File: src/rtl/mac_pkg.sv
// Shared types and default widths for the MAC accumulating output register.
// Contents: state_e (accumulator FSM states), default IN_W/ACC_W/CNT_W values.
package mac_pkg;

  localparam int unsigned DefInW  = 20;
  localparam int unsigned DefAccW = 32;
  localparam int unsigned DefCntW = 8;

  // StIdle: no partial sum, StAcc: partial sum held, StHold: result presented
  typedef enum logic [1:0] {
    StIdle = 2'd0,
    StAcc  = 2'd1,
    StHold = 2'd2
  } state_e;

endpackage

File: src/rtl/mac_acc_reg_if.sv
// Product-in / result-out bus of mac_acc_reg.
// Input side : vbit_i, last_i, data_i (signed product), rdy_o (block can accept).
// Output side: data_o (result), vbit_o, rdy_i (downstream ready), cnt_o, ovf_o.
// master = producer/consumer side, slave = the accumulator.
interface mac_acc_reg_if #(
  parameter int unsigned IN_W  = 20,
  parameter int unsigned ACC_W = 32,
  parameter int unsigned CNT_W = 8
);
  logic             vbit_i;
  logic             last_i;
  logic [IN_W-1:0]  data_i;
  logic             rdy_o;
  logic [ACC_W-1:0] data_o;
  logic             vbit_o;
  logic             rdy_i;
  logic [CNT_W-1:0] cnt_o;
  logic             ovf_o;

  modport master (
    output vbit_i, last_i, data_i, rdy_i,
    input  rdy_o, data_o, vbit_o, cnt_o, ovf_o
  );

  modport slave (
    input  vbit_i, last_i, data_i, rdy_i,
    output rdy_o, data_o, vbit_o, cnt_o, ovf_o
  );
endinterface

File: src/rtl/mac_acc_add.sv
// Combinational accumulate step: sign-extends a product to ACC_W, adds it to the
// running sum and flags signed overflow.
// Ports: i_acc (running sum), i_data (signed product), o_sum (new sum), o_ovf (overflow).
// Optional MAC_SAT_EN: clamp overflowing sums to the most positive/negative value;
// otherwise the sum wraps. o_ovf is reported in both cases.
module mac_acc_add #(
  parameter int unsigned IN_W  = 20,
  parameter int unsigned ACC_W = 32
) (
  input  logic [ACC_W-1:0] i_acc,
  input  logic [IN_W-1:0]  i_data,
  output logic [ACC_W-1:0] o_sum,
  output logic             o_ovf
);

  logic [ACC_W-1:0] w_ext;
  logic [ACC_W-1:0] w_raw;

  assign w_ext = ACC_W'($signed(i_data));
  assign w_raw = i_acc + w_ext;

  // Overflow only when both operands share a sign and the result does not
  assign o_ovf = (i_acc[ACC_W-1] == w_ext[ACC_W-1]) && (w_raw[ACC_W-1] != i_acc[ACC_W-1]);

`ifdef MAC_SAT_EN
  always_comb begin
    o_sum = w_raw;
    if (o_ovf) begin
      o_sum = i_acc[ACC_W-1] ? {1'b1, {(ACC_W-1){1'b0}}} : {1'b0, {(ACC_W-1){1'b1}}};
    end
  end
`else
  assign o_sum = w_raw;
`endif

endmodule

File: src/rtl/mac_acc_reg.sv
// Accumulating output register at the tail of the MAC pipeline. Sums valid signed
// products until last_i, then presents the result with a valid/ready handshake.
// Ports: clk, rstn (async active-low), clean (sync flush), en (input stage enable),
//        bus (mac_acc_reg_if.slave: vbit_i/last_i/data_i/rdy_o in,
//             data_o/vbit_o/rdy_i/cnt_o/ovf_o out).
// Optional MAC_SAT_EN (in mac_acc_add): saturating instead of wrapping accumulation.
module mac_acc_reg
  import mac_pkg::*;
#(
  parameter int unsigned IN_W  = DefInW,
  parameter int unsigned ACC_W = DefAccW,
  parameter int unsigned CNT_W = DefCntW
) (
  input logic          clk,
  input logic          rstn,
  input logic          clean,
  input logic          en,
  mac_acc_reg_if.slave bus
);

  state_e           r_state, w_state_nxt;
  logic [ACC_W-1:0] r_acc, w_acc_nxt;
  logic [CNT_W-1:0] r_cnt, w_cnt_nxt;
  logic             r_ovf, w_ovf_nxt;

  logic             w_rdy;
  logic             w_accept;
  logic [ACC_W-1:0] w_add_a;
  logic [ACC_W-1:0] w_sum;
  logic             w_add_ovf;

  assign w_rdy    = (r_state != StHold);
  assign w_accept = en & bus.vbit_i & w_rdy;

  // First term of a sum adds onto zero, so it is a plain sign-extended load
  assign w_add_a = (r_state == StIdle) ? '0 : r_acc;

  mac_acc_add #(
    .IN_W  (IN_W),
    .ACC_W (ACC_W)
  ) u_add (
    .i_acc  (w_add_a),
    .i_data (bus.data_i),
    .o_sum  (w_sum),
    .o_ovf  (w_add_ovf)
  );

  always_comb begin
    w_state_nxt = r_state;
    w_acc_nxt   = r_acc;
    w_cnt_nxt   = r_cnt;
    w_ovf_nxt   = r_ovf;
    if (clean) begin
      w_state_nxt = StIdle;
      w_acc_nxt   = '0;
      w_cnt_nxt   = '0;
      w_ovf_nxt   = 1'b0;
    end else begin
      unique case (r_state)
        StIdle, StAcc: begin
          if (w_accept) begin
            w_acc_nxt = w_sum;
            if (r_state == StIdle) begin
              w_cnt_nxt = CNT_W'(1);
            end else if (!(&r_cnt)) begin
              w_cnt_nxt = r_cnt + CNT_W'(1);
            end
            w_ovf_nxt   = ((r_state == StAcc) & r_ovf) | w_add_ovf;
            w_state_nxt = bus.last_i ? StHold : StAcc;
          end
        end
        StHold: begin
          // Accumulator is left as-is; the next accept in StIdle overwrites it
          if (bus.rdy_i) w_state_nxt = StIdle;
        end
        default: w_state_nxt = StIdle;
      endcase
    end
  end

  always_ff @(posedge clk or negedge rstn) begin
    if (!rstn) begin
      r_state <= StIdle;
      r_acc   <= '0;
      r_cnt   <= '0;
      r_ovf   <= 1'b0;
    end else begin
      r_state <= w_state_nxt;
      r_acc   <= w_acc_nxt;
      r_cnt   <= w_cnt_nxt;
      r_ovf   <= w_ovf_nxt;
    end
  end

  assign bus.rdy_o  = w_rdy;
  assign bus.vbit_o = (r_state == StHold);
  assign bus.data_o = r_acc;
  assign bus.cnt_o  = r_cnt;
  assign bus.ovf_o  = r_ovf;

endmodule

File: src/flat_wrapper.sv
// flat-port wrapper written by rule: the top's interface ports become plain ports
module mac_acc_reg_flat import mac_pkg::*;
#(
  parameter int unsigned IN_W  = DefInW,
  parameter int unsigned ACC_W = DefAccW,
  parameter int unsigned CNT_W = DefCntW
)
  (clk, rstn, clean, en, bus_vbit_i, bus_last_i, bus_data_i, bus_rdy_i, bus_rdy_o, bus_data_o, bus_vbit_o, bus_cnt_o, bus_ovf_o);
  mac_acc_reg_if #(.IN_W(IN_W), .ACC_W(ACC_W), .CNT_W(CNT_W)) bus_i ();
  input logic clk;
  input logic rstn;
  input logic clean;
  input logic en;
  input wire logic [$bits(bus_i.vbit_i)-1:0] bus_vbit_i;
  input wire logic [$bits(bus_i.last_i)-1:0] bus_last_i;
  input wire logic [$bits(bus_i.data_i)-1:0] bus_data_i;
  input wire logic [$bits(bus_i.rdy_i)-1:0] bus_rdy_i;
  output wire logic [$bits(bus_i.rdy_o)-1:0] bus_rdy_o;
  output wire logic [$bits(bus_i.data_o)-1:0] bus_data_o;
  output wire logic [$bits(bus_i.vbit_o)-1:0] bus_vbit_o;
  output wire logic [$bits(bus_i.cnt_o)-1:0] bus_cnt_o;
  output wire logic [$bits(bus_i.ovf_o)-1:0] bus_ovf_o;
  assign bus_i.vbit_i = bus_vbit_i;
  assign bus_i.last_i = bus_last_i;
  assign bus_i.data_i = bus_data_i;
  assign bus_i.rdy_i = bus_rdy_i;
  assign bus_rdy_o = bus_i.rdy_o;
  assign bus_data_o = bus_i.data_o;
  assign bus_vbit_o = bus_i.vbit_o;
  assign bus_cnt_o = bus_i.cnt_o;
  assign bus_ovf_o = bus_i.ovf_o;
  mac_acc_reg #(.IN_W(IN_W), .ACC_W(ACC_W), .CNT_W(CNT_W)) u_core (.clk(clk), .rstn(rstn), .clean(clean), .en(en), .bus(bus_i));
endmodule
File: config.mk
export PLATFORM = sky130hd
export DESIGN_NAME = mac_acc_reg_flat
export DESIGN_NICKNAME = d
export VERILOG_FILES = /design/src/rtl/mac_pkg.sv /design/src/rtl/mac_acc_reg_if.sv /design/src/rtl/mac_acc_add.sv /design/src/rtl/mac_acc_reg.sv /design/src/flat_wrapper.sv
export SDC_FILE = /design/constraint.sdc
export NUM_CORES = 1
export LEC_CHECK = 0
export CAP_MARGIN = 20
export CORE_ASPECT_RATIO = 1.1
export CORE_MARGIN = 2
export CORE_UTILIZATION = 53
export CTS_CLUSTER_SIZE = 40
export DETAILED_ROUTE_END_ITERATION = 10
export MAX_ROUTING_LAYER = met4
export PLACE_DENSITY = 0.85
export SLEW_MARGIN = 15
export SYNTH_ARGS = -nofsm -noshare
export SYNTH_HDL_FRONTEND = slang
export SYNTH_SLANG_ARGS = --single-unit
File: constraint.sdc
create_clock -name clk -period 3.9 [get_ports clk]
set_input_delay 0.39 -clock clk [delete_from_list [all_inputs] [get_ports clk]]
set_output_delay 0.39 -clock clk [all_outputs]
set_load 0.03 [all_outputs]
==> results of run 1 <==
## worst max-delay path, stage by stage (launching register included)
cell	delay (ps)
dfrtp_1	450
or2_2	420
and2_1	200
ha_1	210
fa_1	430
a211oi_1	230
nor2_1	120
o31ai_2	320
a21oi_4	130
o221ai_1	310
o21ai_1	150
xnor2_1	140
o21ai_0	130
## final timing paths
path / slack (ps) / cells past startpoint / from / end
worst min-delay path: 10 / 1 / rstn / u_core.bus.data_o[23]$_DFFE_PN0P_
max in group asynchronous: 3400 / 2 / rstn / u_core.bus.data_o[31]$_DFFE_PN0P_
worst max-delay path: 590 / 12 / u_core.r_state[1]$_DFFE_PN0P_ / u_core.bus.data_o[30]$_DFFE_PN0P_
min in group clk: 500 / 2 / u_core.bus.data_o[29]$_DFFE_PN0P_ / u_core.bus.data_o[29]$_DFFE_PN0P_
worst min register to register: 500 / 2 / u_core.bus.data_o[29]$_DFFE_PN0P_ / u_core.bus.data_o[29]$_DFFE_PN0P_
worst max register to register: 590 / 12 / u_core.r_state[1]$_DFFE_PN0P_ / u_core.bus.data_o[30]$_DFFE_PN0P_
## cell usage after synthesis, drive strengths merged (3+ instances only)
| library cell | number |
|---|---|
| a21o | 14 |
| o21bai | 6 |
| xnor2 | 17 |
| nor2b | 5 |
| xor2 | 9 |
| nand3 | 4 |
| a31oi | 6 |
| dfrtp | 43 |
| o21a | 4 |
| nand2b | 5 |
| o21ai | 53 |
| o41ai | 5 |
| a32o | 3 |
| nor2 | 29 |
| clkbuf | 20 |
| nand2 | 57 |
| inv | 4 |
| a21oi | 29 |
| ha | 32 |
| o31ai | 7 |
| nor3 | 4 |
| a22o | 4 |
| a211oi | 10 |
| and2 | 32 |
| nand4 | 10 |
## power by group through the flow
stage	registers [uW]	logic, uW	clock network, uW
2_1_floorplan	529	150	0
3_3_place_gp	492	302	0
3_5_place_dp	493	307	0
4_1_cts	484	309	314
5_1_grt	488	338	330
6_report	484	312	309
## cell families (layout without fill, tap and decap cells)
kind of cell | count (synthesis) | after routing | synth area share (%)
AO/OA/AOI/OAI | 155 | 155 | 28.93
XOR/XNOR | 26 | 26 | 6.231
adder cells (fa/ha/maj) | 33 | 33 | 11.50
buffers and inverters | 26 | 86 | 2.739
flip-flops | 43 | 43 | 29.44
AND/OR/NAND/NOR | 158 | 158 | 21.16
## final cells by class
class / instances / area [um^2] / share of cell area (%)
clock inverter: 3 / 23.77 / 0.5275
clock buffer: 5 / 68.82 / 1.527
multi-input combinational: 372 / 2485 / 55.14
tap: 82 / 102.6 / 2.277
sequential: 43 / 1076 / 23.88
timing repair buffer: 74 / 735.7 / 16.32
inverter: 4 / 15.01 / 0.3331
## registers in the layout, indices dropped and copies added (netlist names)
name               cells
u_core.bus.data_o     32
u_core.bus.cnt_o       8
u_core.r_state         2
u_core.bus.ovf_o       1
## per-layer routing
metal | vias to the layer above | global-route usage, %
li1 | 1728 | -
met1 | 1695 | 33.52
met2 | 133 | 42.27
met3 | 13 | 3.727
met4 | 0 | 6.967
met5 | - | -
## metrics by stage
| step | instances | power, uW | utilization, % |
|---|---|---|---|
| floorplan | 441 | 678.5 | - |
| global placement | 574 | 794.0 | 66.25 |
| detailed placement | 574 | 799.8 | 66.25 |
| CTS | 582 | 1107 | 67.65 |
| global route | 583 | 1156 | 67.95 |
| finish | 583 | 1105 | 67.95 |
==> flow_summary.yaml, run 1 <==
run_status:
  status: "finished clean"
pwr:
  p_leak_uw: 0.001969
  p_int_uw: 724.2
  sw_frac_of_total_pct: 34.49
  switchingPower_uw: 381.2
  clkPwrFrac_pct: 27.9
  ir_drop_mv: 0.1794
  pwr-share-comb_pct: 28.3
  power_density_mw_per_mm2: 245.3
  p_seq_share_pct: 43.8
floorplan:
  die-area_mm2: 0.007577
  initial_core_util_pct: 55.10
  ioPinCount: 70
  fp.dieH_um: 91.10
  die_w_um: 83.18
  row_count: 31
  core_mm2: 0.006633
clock_network:
  cts.sinks: 43
  clkTransAtPathRegs_ps: 90
  root_buffer: "clkbuf_8"
  htreeDepth: 2
  cts_setup_buffers: 0
  clk_latency_ps: 310
  ctsResizeCount: 0
  hold_buffers: 0
  tritoncts: "built"
  numCtsBuffers: 5
  clockBufferDepth: 2
synthesis:
  synth-seq-cells: 43
  yosys-top-cells-area: "dfrtp_1, ha_1, o21ai_0"
  ys.warnings.count: 0
  synth_cells: 441
  synth_edf_count: 0
  synth_top_area_cell: "dfrtp_1"
  async_flop_share_pct: 100.0
  synthFlopType: "dfrtp_1"
  synth_nets: 501
  synth_cell_type_count: 51
  synth.cell_area_mm2: 0.003655
  synth_area_per_cell_um2: 8.287
  seq_area_frac_synth_pct: 29.44
  synth_top_area_share_pct: 29.44
placement:
  dpl_worst_slack_ps: 623.6
  port_buffers: 69
  dp_hpwl_mm: 6.754
  dpl_cell_area_mm2: 0.004394
  gp_congestion: 0.9295
final_layout:
  drive_above_1_share_pct: 5.389
  nNetsFinal: 560
  syn_to_final_growth_pct: 23.31
  diodes: 0
  layout_common_cells: "clkdlybuf4s50_1, nand2_1, o21ai_0"
  layout_commonest_cell: "clkdlybuf4s50_1"
  fill_cells: 527
  postLayoutCellArea_mm2: 0.004507
grt:
  antenna_found_initial: 0
  gr-total-overflow: 0
  grt_usage_pct: 25.78
  grt_pass1_vias: 3378
  grt_pass1_wl_mm: 15.93
  grt_max_degree: 44
routing:
  wl_mm: 9.271
  first_pass_iters: 4
  top_layer: "met4"
  route.met3.wl_um: 581
  drtAntennaViolNets: 0
  route.detailed.drc: 0
  drtIter0Drc: 197
  drt-vias-per-instance: 6.122
  routedWlPerCell_um: 15.90
  met2_length_mm: 4.487
  wl_met1_mm: 4.057
  vias: 3569
worst_setup_path:
  crit_type: "reg2reg"
  cp-start-kind: "register"
  cp_max_fo: 15
  end_kind: "register"
  cp.arrival_ps: 3550
  required_ps: 4130
timing:
  rsz0062_at_grt: "false"
  holdWs_ps: 10.76
  setup_ws_ps: 585.2
  setup_violations: 0
  tns_ps: 0
  tightestPinTransition_ps: 980.3
  fmax_mhz: 301.7
  hold_viol_final: 0
  layout_worst_path_cycle_share_pct: 84.99
  slew_headroom_pct: 33.95
  skew_ps: 6.285
  slew_violations: 0
  final.min_clock_period_ps: 3315
worst_hold_path:
  hold_class: "in2async"
run:
  max-cap-violations: 0
(Power assumes the default switching activity.)
==> run 2: changes to the inputs <==
--- a/config.mk
+++ b/config.mk
@@ -8,11 +8,11 @@
 export CAP_MARGIN = 20
 export CORE_ASPECT_RATIO = 1.1
 export CORE_MARGIN = 2
-export CORE_UTILIZATION = 53
+export CORE_UTILIZATION = 48
 export CTS_CLUSTER_SIZE = 40
 export DETAILED_ROUTE_END_ITERATION = 10
 export MAX_ROUTING_LAYER = met4
-export PLACE_DENSITY = 0.85
+export PLACE_DENSITY = 0.82
 export SLEW_MARGIN = 15
 export SYNTH_ARGS = -nofsm -noshare
 export SYNTH_HDL_FRONTEND = slang
==> constraint.sdc (replaced) <==
create_clock -name clk -period 2.85 [get_ports clk]
set_input_delay 0.285 -clock clk [delete_from_list [all_inputs] [get_ports clk]]
set_output_delay 0.285 -clock clk [all_outputs]
set_load 0.03 [all_outputs]
==> run 2 against run 1 <==
  * The flow now finishes with violations (setup timing)
  * Clock-buffer cell count up 1
  * Critical path type unchanged
  * Maximum frequency up 10%
  * Global-route usage down 0.24 points
==> flow_summary.yaml, run 2 (same netlist as run 1, synthesis figures left out) <==
run_status:
  status: "complete, but fails checks"
  violations: "setup timing"
grt:
  gr-total-overflow: 0
  antenna_found_initial: 0
  grt_max_degree: 44
  grt_pass1_wl_mm: 16.72
  grt_pass1_vias: 3667
  grt_usage_pct: 25.54
clock_network:
  htreeDepth: 2
  numCtsBuffers: 5
  root_buffer: "clkbuf_8"
  clk_latency_ps: 300
  clockBufferDepth: 2
  cts.sinks: 43
  tritoncts: "built"
  clkTransAtPathRegs_ps: 90
worst_setup_path:
  critical_path.top_delay_family: "compound AO/OA/AOI/OAI gates"
  crit_type: "reg2reg"
  cp_max_fo: 20
  end_kind: "register"
  cp.arrival_ps: 3180
  cp-startpoint: "u_core.r_state[1]$_DFFE_PN0P_"
  cpMostUsedCell: "a21o_1"
  path_buf_inv: 1
  worst_path_max_delay_cell: "a311oi_1"
  timing.rr.start: "u_core.r_state[1]$_DFFE_PN0P_"
  slowest_delay_ps: 500
  cp-start-kind: "register"
  cp_cell_sequence: "or2_4 > buf_12 > and2_1 > ha_1 > a21o_1 > a21o_1 > a21o_1 > a311oi_1 > o21ai_2 > xnor2_1 > o21ai_1"
  required_ps: 3030
routing:
  route.detailed.drc: 0
  drtIter0Drc: 163
  wl_mm: 10.79
  drtAntennaViolNets: 0
  routedWlPerCell_um: 16.94
  vias: 3787
  first_pass_iters: 4
  drt-vias-per-instance: 5.945
timing:
  setup_ws_ps: -151.7
  slew_violations: 0
  slew_headroom_pct: 62.82
  hold_viol_final: 0
  final.min_clock_period_ps: 3002
  setup_violations: 6
  rsz0062_at_grt: "true"
  holdWs_ps: 475.4
  tightestPinTransition_ps: 543.6
  layout_worst_path_cycle_share_pct: 105.3
  fmax_mhz: 333.2
  skew_ps: 8.405
floorplan:
  ioPinCount: 70
  fp.dieH_um: 95.52
  die-area_mm2: 0.008328
  row_count: 33
  die_w_um: 87.20
  initial_core_util_pct: 49.18
  core_mm2: 0.007432
pwr:
  power_density_mw_per_mm2: 321.0
  ir_drop_mv: 0.3779
  p_leak_uw: 0.002323
  p_total_uw: 1709
placement:
  dpl_worst_slack_ps: -60.17
  gp_congestion: 0.9306
  port_buffers: 69
  dp.cells: 615
  dp_hpwl_mm: 7.234
worst_hold_path:
  hold_class: "in2async"
run:
  max-cap-violations: 0
final_layout:
  layout_commonest_cell: "clkdlybuf4s50_1"
  drive_above_1_share_pct: 23.82
  multi_input_area_mm2: 0.002873
  ff_latch_area_mm2: 0.001076
  layout_common_cells: "clkdlybuf4s50_1, nand2_1, buf_4"
  fill_cells: 556
  nNetsFinal: 609
  diodes: 0
  largest_reg_flops: 32
  syn_to_final_growth_pct: 45.70
  fin_cells: 637
## run 2: worst paths after layout
check                                               endpoint  cells past startpoint  slack [ps]
setup / recovery           u_core.bus.data_o[30]$_DFFE_PN0P_                     11        -150
hold / removal               u_core.bus.cnt_o[3]$_DFFE_PN0P_                      2         480
setup reg to reg           u_core.bus.data_o[30]$_DFFE_PN0P_                     11        -150
min in group clk           u_core.bus.data_o[17]$_DFFE_PN0P_                      2         510
max in group asynchronous  u_core.bus.data_o[22]$_DFFE_PN0P_                      3        1860
hold reg to reg            u_core.bus.data_o[17]$_DFFE_PN0P_                      2         510
## run 2: layout make-up
type / instances / area share (%)
inverter: 4 / 0.2820
sequential: 43 / 20.21
tap: 87 / 2.044
clock buffer: 6 / 1.551
timing repair buffer: 122 / 21.31
clock inverter: 2 / 0.6579
multi-input combinational: 373 / 53.95
## run 2: power by group
group	total, uW	internal (uW)	leakage (uW)	switching (uW)
sequential	663	638	0.000586	25.0
clock	516	284	0.0000612	231
combinational	531	244	0.00168	286
total	1710	1170	0.00232	543
## run 2: metal layers
layer	share of wire, %	routed length [um]	global-route usage [%]	up-vias
met2	52	5564	45.23	112
met4	1.9	204	5.513	0
met3	3.8	414	2.857	17
met5	0	0	-	-
li1	-	-	-	1829
met1	43	4605	31.40	1829
## run 2: worst reg2reg max path, cell delays in order, from the launching register on
cell      delay, ps
dfrtp_1         420
or2_4           320
buf_12          170
and2_1          160
ha_1            350
a21o_1          210
a21o_1          190
a21o_1          200
a311oi_1        500
o21ai_2         120
xnor2_1         170
o21ai_1          70
## run 2: repair_timing
item,in CTS,in global routing
hold endpoints to repair,0,20
gates cloned,1,0
hold buffers,0,1
endpoints found under the setup margin,11,19
pin swaps,21,14
setup buffers,6,6
resized for setup,14,42
## run 2: stage by stage
step,TNS [ps],util (%),cell area [um^2]
floorplan,-469.6,-,3775
global placement,-2.028,64.53,4796
detailed placement,-180.6,64.53,4796
CTS,-38.90,67.79,5039
global route,-1457,71.65,5325
finish,-232.1,71.65,5325
